File: src/rtl/fm_pkg.sv
// Shared definitions for the FSK keyer: state encoding, frame geometry and
// default word widths.
package fm_pkg;

  localparam int HZ_SZ      = 32;
  localparam int CNT_SZ     = 24;
  localparam int FRAME_BITS = 10;
  localparam int DATA_BITS  = 8;
  localparam int IDX_SZ     = $clog2(DATA_BITS);

  typedef enum logic [1:0] {
    FSK_IDLE  = 2'd0,
    FSK_START = 2'd1,
    FSK_DATA  = 2'd2,
    FSK_STOP  = 2'd3
  } fsk_state_t;

endpackage

File: src/rtl/fsk_bit_timer.sv
// Loadable bit-period down-counter. A load of N starts a period of
// max(N,1) cycles; bit_end is high in the last cycle of the period.
module fsk_bit_timer #(
  parameter int p_cnt_sz = 24
) (
  input  logic                clk,
  input  logic                rst,
  input  logic                load,
  input  logic [p_cnt_sz-1:0] cycles,
  output logic                bit_end
);

  logic [p_cnt_sz-1:0] cnt;

  // Count down to zero and hold; a load restarts the period at N-1.
  always_ff @(posedge clk) begin
    if (rst) begin
      cnt <= '0;
    end else if (load) begin
      cnt <= (cycles == '0) ? '0 : cycles - p_cnt_sz'(1);
    end else if (cnt != '0) begin
      cnt <= cnt - p_cnt_sz'(1);
    end
  end

  assign bit_end = (cnt == '0);

endmodule

File: src/rtl/fsk_seq.sv
// Byte-framed FSK keyer: start bit, 8 data bits LSB first, stop bit, each
// held for a programmable number of cycles on the mark/space shift word.
//
// Handshake: a byte is taken in any cycle where i_valid && o_ready; i_data
// must stay stable while i_valid is high and o_ready is low. o_ready is high
// in IDLE and in the last cycle of STOP, so back-to-back frames have no gap.
module fsk_seq
  import fm_pkg::*;
#(
  parameter int p_hz_sz  = HZ_SZ,
  parameter int p_cnt_sz = CNT_SZ
) (
  input  logic                i_clk,
  input  logic                i_rst,
  input  logic [p_cnt_sz-1:0] i_bit_cycles,
  input  logic [p_hz_sz-1:0]  i_mark_hz,
  input  logic [p_hz_sz-1:0]  i_space_hz,
  input  logic [7:0]          i_data,
  input  logic                i_valid,
  output logic                o_ready,
  output logic [p_hz_sz-1:0]  o_shift_hz,
  output logic                o_key,
  output logic                o_busy,
  output fsk_state_t          o_state
);

  fsk_state_t          state;
  fsk_state_t          state_next;
  logic                bit_end;
  logic                hs;
  logic                timer_load;
  logic [p_cnt_sz-1:0] timer_cycles;

  logic [DATA_BITS-1:0] shift_reg, shift_next;
  logic [IDX_SZ-1:0]    idx, idx_next;
  logic [p_hz_sz-1:0]   mark_q, mark_next;
  logic [p_hz_sz-1:0]   space_q, space_next;
  logic [p_cnt_sz-1:0]  cycles_q, cycles_next;
  logic                 key_next;
  logic [p_hz_sz-1:0]   hz_next;

  assign hs           = i_valid && o_ready;
  // Bit timing restarts on a new frame and at every bit end inside a frame.
  assign timer_load   = hs || ((state != FSK_IDLE) && bit_end);
  assign timer_cycles = hs ? i_bit_cycles : cycles_q;
  assign o_state      = state;

  fsk_bit_timer #(.p_cnt_sz(p_cnt_sz)) u_timer (
    .clk     (i_clk),
    .rst     (i_rst),
    .load    (timer_load),
    .cycles  (timer_cycles),
    .bit_end (bit_end)
  );

  // State register.
  always_ff @(posedge i_clk) begin
    if (i_rst) state <= FSK_IDLE;
    else       state <= state_next;
  end

  // Next-state logic: frame sequencing driven by bit ends and handshakes.
  always_comb begin
    state_next = state;
    case (state)
      FSK_IDLE:  if (hs) state_next = FSK_START;
      FSK_START: if (bit_end) state_next = FSK_DATA;
      FSK_DATA:  if (bit_end && (idx == IDX_SZ'(DATA_BITS - 1))) state_next = FSK_STOP;
      FSK_STOP: begin
        if (hs)           state_next = FSK_START;
        else if (bit_end) state_next = FSK_IDLE;
      end
      default:   state_next = FSK_IDLE;
    endcase
  end

  // Handshake and status outputs decoded from the current state.
  always_comb begin
    o_ready = (state == FSK_IDLE) || ((state == FSK_STOP) && bit_end);
    o_busy  = (state != FSK_IDLE);
  end

  // Datapath next values: latch the frame at a handshake, shift at data bit
  // ends, and pick the line bit the next state will present.
  always_comb begin
    shift_next  = shift_reg;
    idx_next    = idx;
    mark_next   = mark_q;
    space_next  = space_q;
    cycles_next = cycles_q;
    if (hs) begin
      shift_next  = i_data;
      idx_next    = '0;
      mark_next   = i_mark_hz;
      space_next  = i_space_hz;
      cycles_next = i_bit_cycles;
    end else if ((state == FSK_DATA) && bit_end) begin
      shift_next = {1'b0, shift_reg[DATA_BITS-1:1]};
      idx_next   = idx + IDX_SZ'(1);
    end
    case (state_next)
      FSK_START: key_next = 1'b0;
      FSK_DATA:  key_next = shift_next[0];
      default:   key_next = 1'b1;
    endcase
    // Idle tracks the live mark word; inside a frame only latched words are used.
    if (state_next == FSK_IDLE) hz_next = i_mark_hz;
    else                        hz_next = key_next ? mark_next : space_next;
  end

  // Datapath registers, including the registered key/shift outputs.
  always_ff @(posedge i_clk) begin
    if (i_rst) begin
      shift_reg  <= '0;
      idx        <= '0;
      mark_q     <= '0;
      space_q    <= '0;
      cycles_q   <= '0;
      o_key      <= 1'b1;
      o_shift_hz <= '0;
    end else begin
      shift_reg  <= shift_next;
      idx        <= idx_next;
      mark_q     <= mark_next;
      space_q    <= space_next;
      cycles_q   <= cycles_next;
      o_key      <= key_next;
      o_shift_hz <= hz_next;
    end
  end

endmodule

File: config.mk
export PLATFORM = sky130hd
export DESIGN_NAME = fsk_seq
export DESIGN_NICKNAME = d
export VERILOG_FILES = /design/src/rtl/fm_pkg.sv /design/src/rtl/fsk_bit_timer.sv /design/src/rtl/fsk_seq.sv
export SDC_FILE = /design/constraint.sdc
export NUM_CORES = 1
export LEC_CHECK = 0
export BUFFER_PORTS_ARGS = -buffer_cell sky130_fd_sc_hd__buf_2
export CORE_ASPECT_RATIO = 1.1
export CORE_MARGIN = 2
export CORE_UTILIZATION = 50
export DETAILED_ROUTE_END_ITERATION = 16
export PLACE_DENSITY_LB_ADDON = 0.15
export SLEW_MARGIN = 20
export SYNTH_ARGS = -nofsm -noshare
export SYNTH_HDL_FRONTEND = slang
export SYNTH_HIERARCHICAL = 1
export SYNTH_SLANG_ARGS = --single-unit
export TNS_END_PERCENT = 100
File: constraint.sdc
create_clock -name i_clk -period 4.8 [get_ports i_clk]
set_clock_uncertainty 0.2 [all_clocks]
set_input_delay 0.96 -clock i_clk [delete_from_list [all_inputs] [get_ports i_clk]]
set_output_delay 0.96 -clock i_clk [all_outputs]
set_load 0.05 [all_outputs]
==> reports/metrics.csv, run 1 <==
metric,value,unit
Detail Placement HPWL,11600,um
grt met2 use,39.8,%
CP Launch Type,flip-flop,
FMAX,230,MHz
CTS tree,done,
# fillers,1238,
Antenna Violating Nets Remaining,0,
initial core utilization,51.5,%
final routed DRC violation total,0,
Longest Clk Path Bufs,2,
Synth Flop Type,dfxtp_1,
Hold/Removal Path Class,reg -> reg,
Reg area,0.00316,mm2
footprint of the multi-input gates,0.00370,mm2
#FFs+latches synth,158,
gpl congestion,0.895,
Post-synth EDFFs,0,
RSZ-0062 raised after global routing,false,
outcome,"finished, final reports clean",
port bufs,135,
post-synth cell types,57,
Die Ht,130,um
syn avg cell area,10.0,um2
final hold vios,0,
Regs by FF count,"mark_q x32, o_shift_hz x32, space_q x32",
WS Path Type,reg -> reg,
Vias,5617,
Crit path required time,4880,ps
grt met3 use,6.73,%
Core Area,0.0139,mm2
Synth Cell Area,0.00716,mm2
reg2reg start,u_timer/cnt[0]$_SDFFE_PP0P_,
Die ar.,0.0153,mm2
worst stage delay on the critical path,440,ps
first-pass GRT wire length,27700,um
H-tree Lvls,4,
flop-to-flop setup slack,450,ps
number of DRC markers in iteration 0,315,
Max VDD drop,0.284,mV
Worst R2R End,u_timer/cnt[20]$_SDFFE_PP0P_,
most common cell in the netlist,dfxtp_1,
final worst slack,454,ps
register area share after synthesis,44.2,%
crit path DAT,4420,ps
area grow syn2layout,19.7,%
Power Dens Cells,558,mW/mm2
sum of negative setup slack,0,ps
GR Util met1,25.7,%
drt wl/cell,16.1,um
endpoint class of the critical path,flip-flop,
drt first pass iters,4,
GRT Residual Overflow,0,
ys async rst share,0,%
Worst-Margin Slew,1010,ps
post-cts repair resize count,0,
Rel. slew slack,32.9,%
crit path to,u_timer/cnt[20]$_SDFFE_PP0P_,
post-synth top area cell,dfxtp_1,
leakage power,3.68,nW
worst-path fanout max,38,
Gate Count Post-Synth,716,
Total GRT Usage,22.5,%
top post-synthesis cells by count,"158 x dfxtp_1, 85 x nor2_1, 58 x mux2i_1",
minimum clock period,4350,ps
Post-CTS Hold Buffers,0,
Chip Width,118,um
clock transition at the registers of the reported paths,60,ps
fin crit share,90.5,%
GRT busiest layer,met2,
crit path max-delay cell type,mux2_1,
CP Cell Sequence,inv_1 -> ha_1 -> nor4b_1 -> nand3_1 -> nor2_1 -> a21bo_2 -> nand3_4 -> buf_4 -> mux2_1 -> inv_1 -> ha_1 -> nor3b_1 -> nand4_1 -> nor4_1 -> xnor2_1 -> o32ai_2,
cts bufs inserted,17,
initial antenna violation count,1,
ranking of synthesized cells by area,"dfxtp_1 44%, mux2i_1 8.1%, a221oi_2 6.3%",
Worst Reg2Reg Path Length in Cells,16,
number of max-cap violations,0,
yosys warns,6,
num rows,45,
Setup Buffers After CTS,0,
clock latency on the worst-skew pair,420,ps
syn nets,821,
share of layout cells above drive strength 1,27.2,%
hold path cells,2,
DP Worst Slack,513,ps
vias in the first global route,5652,
largest net degree at the start of global routing,88,
CTS root buffer,clkbuf_16,
Setup Viol. Count Final,0,
Crit. Startpoint,u_timer/cnt[0]$_SDFFE_PP0P_,
clk sinks,158,
final slew viol count,0,
final net count,941,
Post-Route WL,16700,um
I/O pins,136,
Vias/cell,5.41,
top-area cell type share of the netlist area,44.2,%
## logic make-up after synthesis
kind of cell | Yosys count | share of synthesized area (%)
AO/OA/AOI/OAI | 122 | 16.4
AND/OR/NAND/NOR | 237 | 16.4
multiplexers | 85 | 12.4
XOR/XNOR | 43 | 5.26
adder cells (fa/ha/maj) | 6 | 1.05
buffers and inverters | 65 | 4.40
flip-flops | 158 | 44.2
## routing by layer
layer / up-vias / routed length, um
li1: 2783 / -
met1: 2685 / 7060
met2: 122 / 8460
met3: 25 / 884
met4: 2 / 301
met5: - / 12
## area by class of cell
type | instances | area share (%)
inverter | 16 | 0.701
tap | 188 | 2.74
multi-input combinational | 493 | 43.2
antenna | 1 | 0.0292
sequential | 158 | 36.9
clock buffer | 19 | 5.17
clock inverter | 13 | 1.91
timing repair buffer | 150 | 9.37
## worst min path at each step
stage,slack (ps),to,startpoint
after global placement,240,mark_q[30]$_SDFF_PP0_,mark_q[30]$_SDFF_PP0_
after CTS,260,mark_q[10]$_SDFF_PP0_,mark_q[10]$_SDFF_PP0_
after floorplan,240,mark_q[10]$_SDFF_PP0_,mark_q[10]$_SDFF_PP0_
final,260,mark_q[17]$_SDFF_PP0_,mark_q[17]$_SDFF_PP0_
after global routing,290,mark_q[24]$_SDFF_PP0_,mark_q[24]$_SDFF_PP0_
after detailed placement,250,mark_q[10]$_SDFF_PP0_,mark_q[10]$_SDFF_PP0_
## power by group
part | leakage, nW | switching, mW | internal (mW) | total [mW]
logic | 2.08 | 1.07 | 0.668 | 1.74
clock network | 0.293 | 0.539 | 0.833 | 1.37
registers | 1.30 | 0.137 | 1.54 | 1.67
total | 3.68 | 1.75 | 3.04 | 4.79
## metrics by stage
| stage | cell area (um2) | utilization, % | std cells | hold WS [ps] | total power [mW] |
|---|---|---|---|---|---|
| finish | 8570 | 61.6 | 1038 | 255 | 4.79 |
| global route | 8570 | 61.6 | 1037 | 285 | 5.05 |
| CTS | 8570 | 61.6 | 1037 | 257 | 4.81 |
| detailed placement | 7960 | 57.3 | 1005 | 248 | 3.43 |
| global placement | 7960 | 57.3 | 1005 | 242 | 3.39 |
| floorplan | 7160 | - | 716 | 236 | 3.01 |
## cell usage in the layout (no fill, tap or decap), types with 6 or more instances in the layout
cell,count
a2bb2oi_1,9
o21bai_1,31
a21oi_1,16
nand2_1,41
nand3_1,12
buf_4,15
xor2_1,12
nor4_1,14
clkbuf_16,17
buf_2,134
xnor2_1,31
inv_1,16
o32ai_1,6
nor3_1,17
nor2_1,85
dfxtp_1,158
or3_1,7
ha_1,6
a221oi_2,30
a311oi_1,6
mux2i_1,58
nor2b_1,28
mux2_1,25
## critical path, delay by kind of cell, from the launching register on
kind            cells  cell delay, ps
fa+ha+maj           2             340
simple gates        7            1760
buf+inv             3             590
flops               1             360
xor+xnor            1             200
compound gates      2             300
mux                 1             440
(Power assumes the default switching activity.)
==> run 2: changes to the inputs <==
--- a/config.mk
+++ b/config.mk
@@ -11,6 +11,7 @@
 export CORE_UTILIZATION = 50
 export DETAILED_ROUTE_END_ITERATION = 16
 export PLACE_DENSITY_LB_ADDON = 0.15
+export REMOVE_ABC_BUFFERS = 1
 export SLEW_MARGIN = 20
 export SYNTH_ARGS = -nofsm -noshare
 export SYNTH_HDL_FRONTEND = slang
==> constraint.sdc (replaced) <==
create_clock -name i_clk -period 4.8 [get_ports i_clk]
set_clock_uncertainty 0.2 [all_clocks]
set_input_delay 0.24 -clock i_clk [delete_from_list [all_inputs] [get_ports i_clk]]
set_output_delay 0.24 -clock i_clk [all_outputs]
set_load 0.05 [all_outputs]
==> run 2 against run 1 <==
Effect of this change:
- clock-buffer cell count unchanged
- non-clock buffer count increased by 75
- first-iteration DRC count increased by 13%
- largest power group unchanged
- highest routed layer is now met4
==> reports/metrics.csv, run 2 (synthesized netlist as in run 1, its figures left out) <==
metric,value,unit
Die ar.,0.0153,mm2
final routed DRC violation total,0,
hold_sp,i_bit_cycles[10],
Hold/Removal Path Class,in -> reg,
Detail Placement HPWL,11400,um
number of antenna diodes,0,
I/O pins,136,
endpoint class of the critical path,flip-flop,
share of layout cells above drive strength 1,25.2,%
CTS root buffer,clkbuf_16,
grt met2 use,41.8,%
Setup Viol. Count Final,0,
GR Util met1,26.5,%
initial antenna violation count,0,
CTS tree,done,
GRT busiest layer,met2,
minimum clock period,4380,ps
final slew viol count,0,
DP Cell Count,1008,
Setup Buffers After CTS,0,
flop-to-flop setup slack,420,ps
Worst-Margin Slew,902,ps
leakage power,3.99,nW
Regs by FF count,"mark_q x32, o_shift_hz x32, space_q x32",
gpl congestion,0.913,
Placed Area,0.00800,mm2
worst-path fanout max,17,
grt met3 use,6.87,%
crit path DAT,4450,ps
clk sinks,158,
Total GRT Usage,23.5,%
Post-Route WL,17500,um
"commonest non-fill, non-tap cell in the layout",dfxtp_1,
initial core utilization,51.5,%
Crit path required time,4870,ps
Rel. slew slack,39.8,%
CP Launch Type,flip-flop,
WHS,10.6,ps
num rows,45,
vias in the first global route,6115,
Worst R2R End,u_timer/cnt[23]$_SDFFE_PP0P_,
port bufs,135,
fin crit share,91.3,%
WS Path Type,reg -> reg,
# fillers,1070,
Vias,5992,
clock transition at the registers of the reported paths,60,ps
Chip Width,118,um
"Design Area, Final",0.00932,mm2
final net count,1016,
Max VDD drop,0.259,mV
reg2reg start,u_timer/cnt[0]$_SDFFE_PP0P_,
GRT Residual Overflow,0,
first-pass GRT wire length,28900,um
largest net degree at the start of global routing,93,
hold path cells,3,
outcome,"finished, final reports clean",
H-tree Lvls,4,
number of max-cap violations,0,
Worst Hold End,cycles_q[10]$_SDFF_PP0_,
fin cells,1112,
area grow syn2layout,30.1,%
number of DRC markers in iteration 0,356,
Power Dens Cells,520,mW/mm2
Antenna Violating Nets Remaining,0,
Core Area,0.0139,mm2
drt first pass iters,5,
Vias/cell,5.39,
final hold vios,0,
most used cells in the layout excluding fill and tap cells,"158 x dfxtp_1, 134 x buf_2, 85 x nor2_1, 72 x dlygate4sd3_1, 58 x mux2i_1",
Die Ht,130,um
drt wl/cell,15.7,um
FMAX,228,MHz
Longest Clk Path Bufs,2,
RSZ-0062 raised after global routing,false,
cts bufs inserted,17,
Worst Reg2Reg Path Length in Cells,13,
clock latency on the worst-skew pair,420,ps
==> run 2: layer usage <==
metal | vias to the layer above | routed length [um]
li1 | 2933 | -
met1 | 2885 | 7410
met2 | 145 | 8880
met3 | 29 | 821
met4 | 0 | 393
met5 | - | 0
==> run 2: power by group <==
group          switching (mW)  total, mW  internal (mW)
logic                    1.09       1.81          0.721
registers               0.135       1.67           1.54
clock network           0.541       1.36          0.819
total                    1.77       4.84           3.08
==> run 2: worst max path at each step <==
stage,slack [ps],end,start,cells past startpoint
6_report,420,u_timer/cnt[23]$_SDFFE_PP0P_,u_timer/cnt[0]$_SDFFE_PP0P_,13
2_1_floorplan,-3290,u_timer/cnt[15]$_SDFFE_PP0P_,u_timer/cnt[3]$_SDFFE_PP0P_,11
4_1_cts,420,u_timer/cnt[23]$_SDFFE_PP0P_,u_timer/cnt[0]$_SDFFE_PP0P_,13
3_3_place_gp,590,u_timer/cnt[15]$_SDFFE_PP0P_,u_timer/cnt[0]$_SDFFE_PP0P_,13
5_1_grt,90,u_timer/cnt[22]$_SDFFE_PP0P_,u_timer/cnt[0]$_SDFFE_PP0P_,16
3_5_place_dp,450,u_timer/cnt[17]$_SDFFE_PP0P_,u_timer/cnt[0]$_SDFFE_PP0P_,13
==> run 2: cell type report <==
| type | instances | area (um2) | area share, % |
|---|---|---|---|
| clock buffer | 19 | 433 | 4.65 |
| clock inverter | 13 | 163 | 1.75 |
| multi-input combinational | 493 | 3700 | 39.7 |
| timing repair buffer | 225 | 1560 | 16.7 |
| sequential | 158 | 3160 | 34.0 |
| inverter | 16 | 60.1 | 0.645 |
| tap | 188 | 235 | 2.53 |
==> run 2: worst max-delay path, stage by stage (launching register included) <==
cell and delay [ps]:
dfxtp_1 360, inv_1 100, ha_1 160, nor4b_1 350, nand3_1 120, nor2_1 190
a21bo_2 180, nand3_4 250, mux2_1 460, or4_4 590, or4_4 540, o21ai_4 320
or2_4 290, o32ai_1 110
==> run 2: stage by stage <==
step	setup slack (ps)	utilization, %	setup TNS (ps)	power (mW)
after floorplan	-3290	-	-298770	2.98
final	417	67.0	0	4.84
after detailed placement	449	57.5	0	3.44
after CTS	423	67.0	0	4.85
after global routing	91.2	67.0	0	5.11
after global placement	591	57.5	0	3.40
==> run 2: what timing repair did <==
action / in CTS / in global routing
endpoints found under the hold margin: 103 / 0
hold buffers: 72 / 0
gates resized for setup: 0 / 0
==> run 3: changes to the inputs <==
--- a/config.mk
+++ b/config.mk
@@ -10,8 +10,9 @@
 export CORE_MARGIN = 2
 export CORE_UTILIZATION = 50
 export DETAILED_ROUTE_END_ITERATION = 16
-export PLACE_DENSITY_LB_ADDON = 0.15
+export PLACE_DENSITY = 0.73
 export REMOVE_ABC_BUFFERS = 1
+export SETUP_SLACK_MARGIN = 0.3
 export SLEW_MARGIN = 20
 export SYNTH_ARGS = -nofsm -noshare
 export SYNTH_HDL_FRONTEND = slang
==> constraint.sdc (replaced) <==
create_clock -name i_clk -period 4.7 [get_ports i_clk]
set_clock_uncertainty 0.2 [all_clocks]
set_input_delay 0.235 -clock i_clk [delete_from_list [all_inputs] [get_ports i_clk]]
set_output_delay 0.235 -clock i_clk [all_outputs]
set_load 0.05 [all_outputs]
==> run 3 against run 2 <==
Effect of this change:
- critical path depth unchanged
- first-iteration DRC count fell by 16%
- register-to-register slack gained 70 ps
- cell count is 0.36% lower
- sequential share of layout area barely moved
- utilization about the same
- clock-buffer cell count rose by 1
- via count rose by 2.3%
- worst hold slack improved by 7.2 ps
- critical path type unchanged
- largest power group unchanged
==> reports/metrics.csv, run 3 (synthesized netlist as in run 1, its figures left out) <==
metric,value,unit
outcome,"finished, final reports clean",
Antenna Violating Nets Remaining,0,
DP Cell Count,1003,
leakage power,3.99,nW
Worst-Margin Slew,1020,ps
Power Dens Cells,533,mW/mm2
"commonest non-fill, non-tap cell in the layout",dfxtp_1,
Pwr Total,4.97,mW
WS Path Type,reg -> reg,
endpoint class of the critical path,flip-flop,
num rows,45,
fin util,67.0,%
Regs by FF count,"mark_q x32, o_shift_hz x32, space_q x32",
Hold/Removal Path Class,in -> reg,
Total GRT Usage,24.1,%
number of DRC markers in iteration 0,299,
Vias,6132,
Worst Reg2Reg Path Length in Cells,13,
I/O pins,136,
Post-Route WL,18100,um
clk sinks,158,
crit path DAT,4290,ps
initial antenna violation count,0,
most used cells in the layout excluding fill and tap cells,"158 x dfxtp_1, 134 x buf_2, 85 x nor2_1, 74 x dlygate4sd3_1, 58 x mux2i_1",
H-tree Lvls,4,
RSZ-0062 raised after global routing,false,
CTS root buffer,clkbuf_16,
hold path cells,3,
final slew viol count,0,
FMAX,237,MHz
clock latency on the worst-skew pair,430,ps
Chip Width,118,um
port bufs,135,
Detail Placement HPWL,11300,um
Crit path required time,4770,ps
final hold vios,0,
CP Launch Type,flip-flop,
share of layout cells above drive strength 1,25.4,%
drt wl/cell,16.4,um
drt first pass iters,5,
# fillers,1050,
"Design Area, Final",0.00932,mm2
clock transition at the registers of the reported paths,60,ps
Vias/cell,5.53,
initial core utilization,51.5,%
fin crit share,89.7,%
area grow syn2layout,30.1,%
worst-path fanout max,12,
Rel. slew slack,31.9,%
vias in the first global route,6429,
Placed Area,0.00794,mm2
Core Area,0.0139,mm2
CTS tree,done,
final routed DRC violation total,0,
number of antenna diodes,0,
minimum clock period,4220,ps
largest net degree at the start of global routing,104,
GRT Residual Overflow,0,
Setup Viol. Count Final,0,
number of max-cap violations,0,
first-pass GRT wire length,29800,um
fin cells,1108,
sum of negative setup slack,0,ps
Max VDD drop,0.304,mV
Die Ht,130,um
Die ar.,0.0153,mm2
gpl congestion,0.877,
Longest Clk Path Bufs,2,
final net count,1014,
cts bufs inserted,17,
-- run 3: per-stage QoR --
stage / hold slack, ps / setup WS (ps)
2_1_floorplan: 104 / -3390
3_3_place_gp: 241 / 570
3_5_place_dp: 247 / 474
4_1_cts: 2.63 / 438
5_1_grt: 31.9 / 326
6_report: 17.8 / 485
-- run 3: report_power, final --
part,leakage [nW],switching [mW],internal (mW)
Sequential,1.30,0.154,1.57
Combinational,2.39,1.12,0.718
Clock,0.292,0.545,0.858
Total,3.99,1.82,3.14
-- run 3: final cells by class --
class / count / area (um2) / area share (%)
multi-input cells: 493 / 3740 / 40.1
repair buffers: 223 / 1520 / 16.4
clock inverters: 10 / 139 / 1.49
well taps: 188 / 235 / 2.52
flip-flops and latches: 158 / 3160 / 34.0
inverters: 16 / 60.1 / 0.645
clock buffers: 20 / 457 / 4.90
-- run 3: metal layers --
layer	wire length (um)	global-route usage [%]	share of wire, %	vias to the layer above
met4	400	10.2	2.2	0
met3	1030	7.44	5.7	40
met1	7370	26.1	41	2980
met5	0	0	0	-
met2	9320	44.0	51	178
li1	-	-	-	2934
-- run 3: timing repair --
action,CTS,global route
hold buffers,74,0
gates resized for setup,0,6
setup endpoints to repair,0,14
endpoints found under the hold margin,107,0
setup buffers,0,1
-- run 3: worst max-delay path, cell delays in order, from the launching register on --
cell and delay, ps:
dfxtp_1 380, inv_1 110, ha_1 170, nor4b_2 280, nand3_1 140, nor2_1 160, a21bo_2 180, nand3_4 180
mux2_1 470, or4_4 560, or4_4 530, o21ai_4 310, or2_4 290, o32ai_1 110
-- run 3: worst paths after layout --
| check | startpoint | end | slack (ps) |
|---|---|---|---|
| hold reg to reg | mark_q[17]$_SDFF_PP0_ | mark_q[17]$_SDFF_PP0_ | 250 |
| setup / recovery | u_timer/cnt[0]$_SDFFE_PP0P_ | u_timer/cnt[19]$_SDFFE_PP0P_ | 480 |
| setup reg to reg | u_timer/cnt[0]$_SDFFE_PP0P_ | u_timer/cnt[19]$_SDFFE_PP0P_ | 480 |
| hold / removal | i_bit_cycles[12] | cycles_q[12]$_SDFF_PP0_ | 20 |
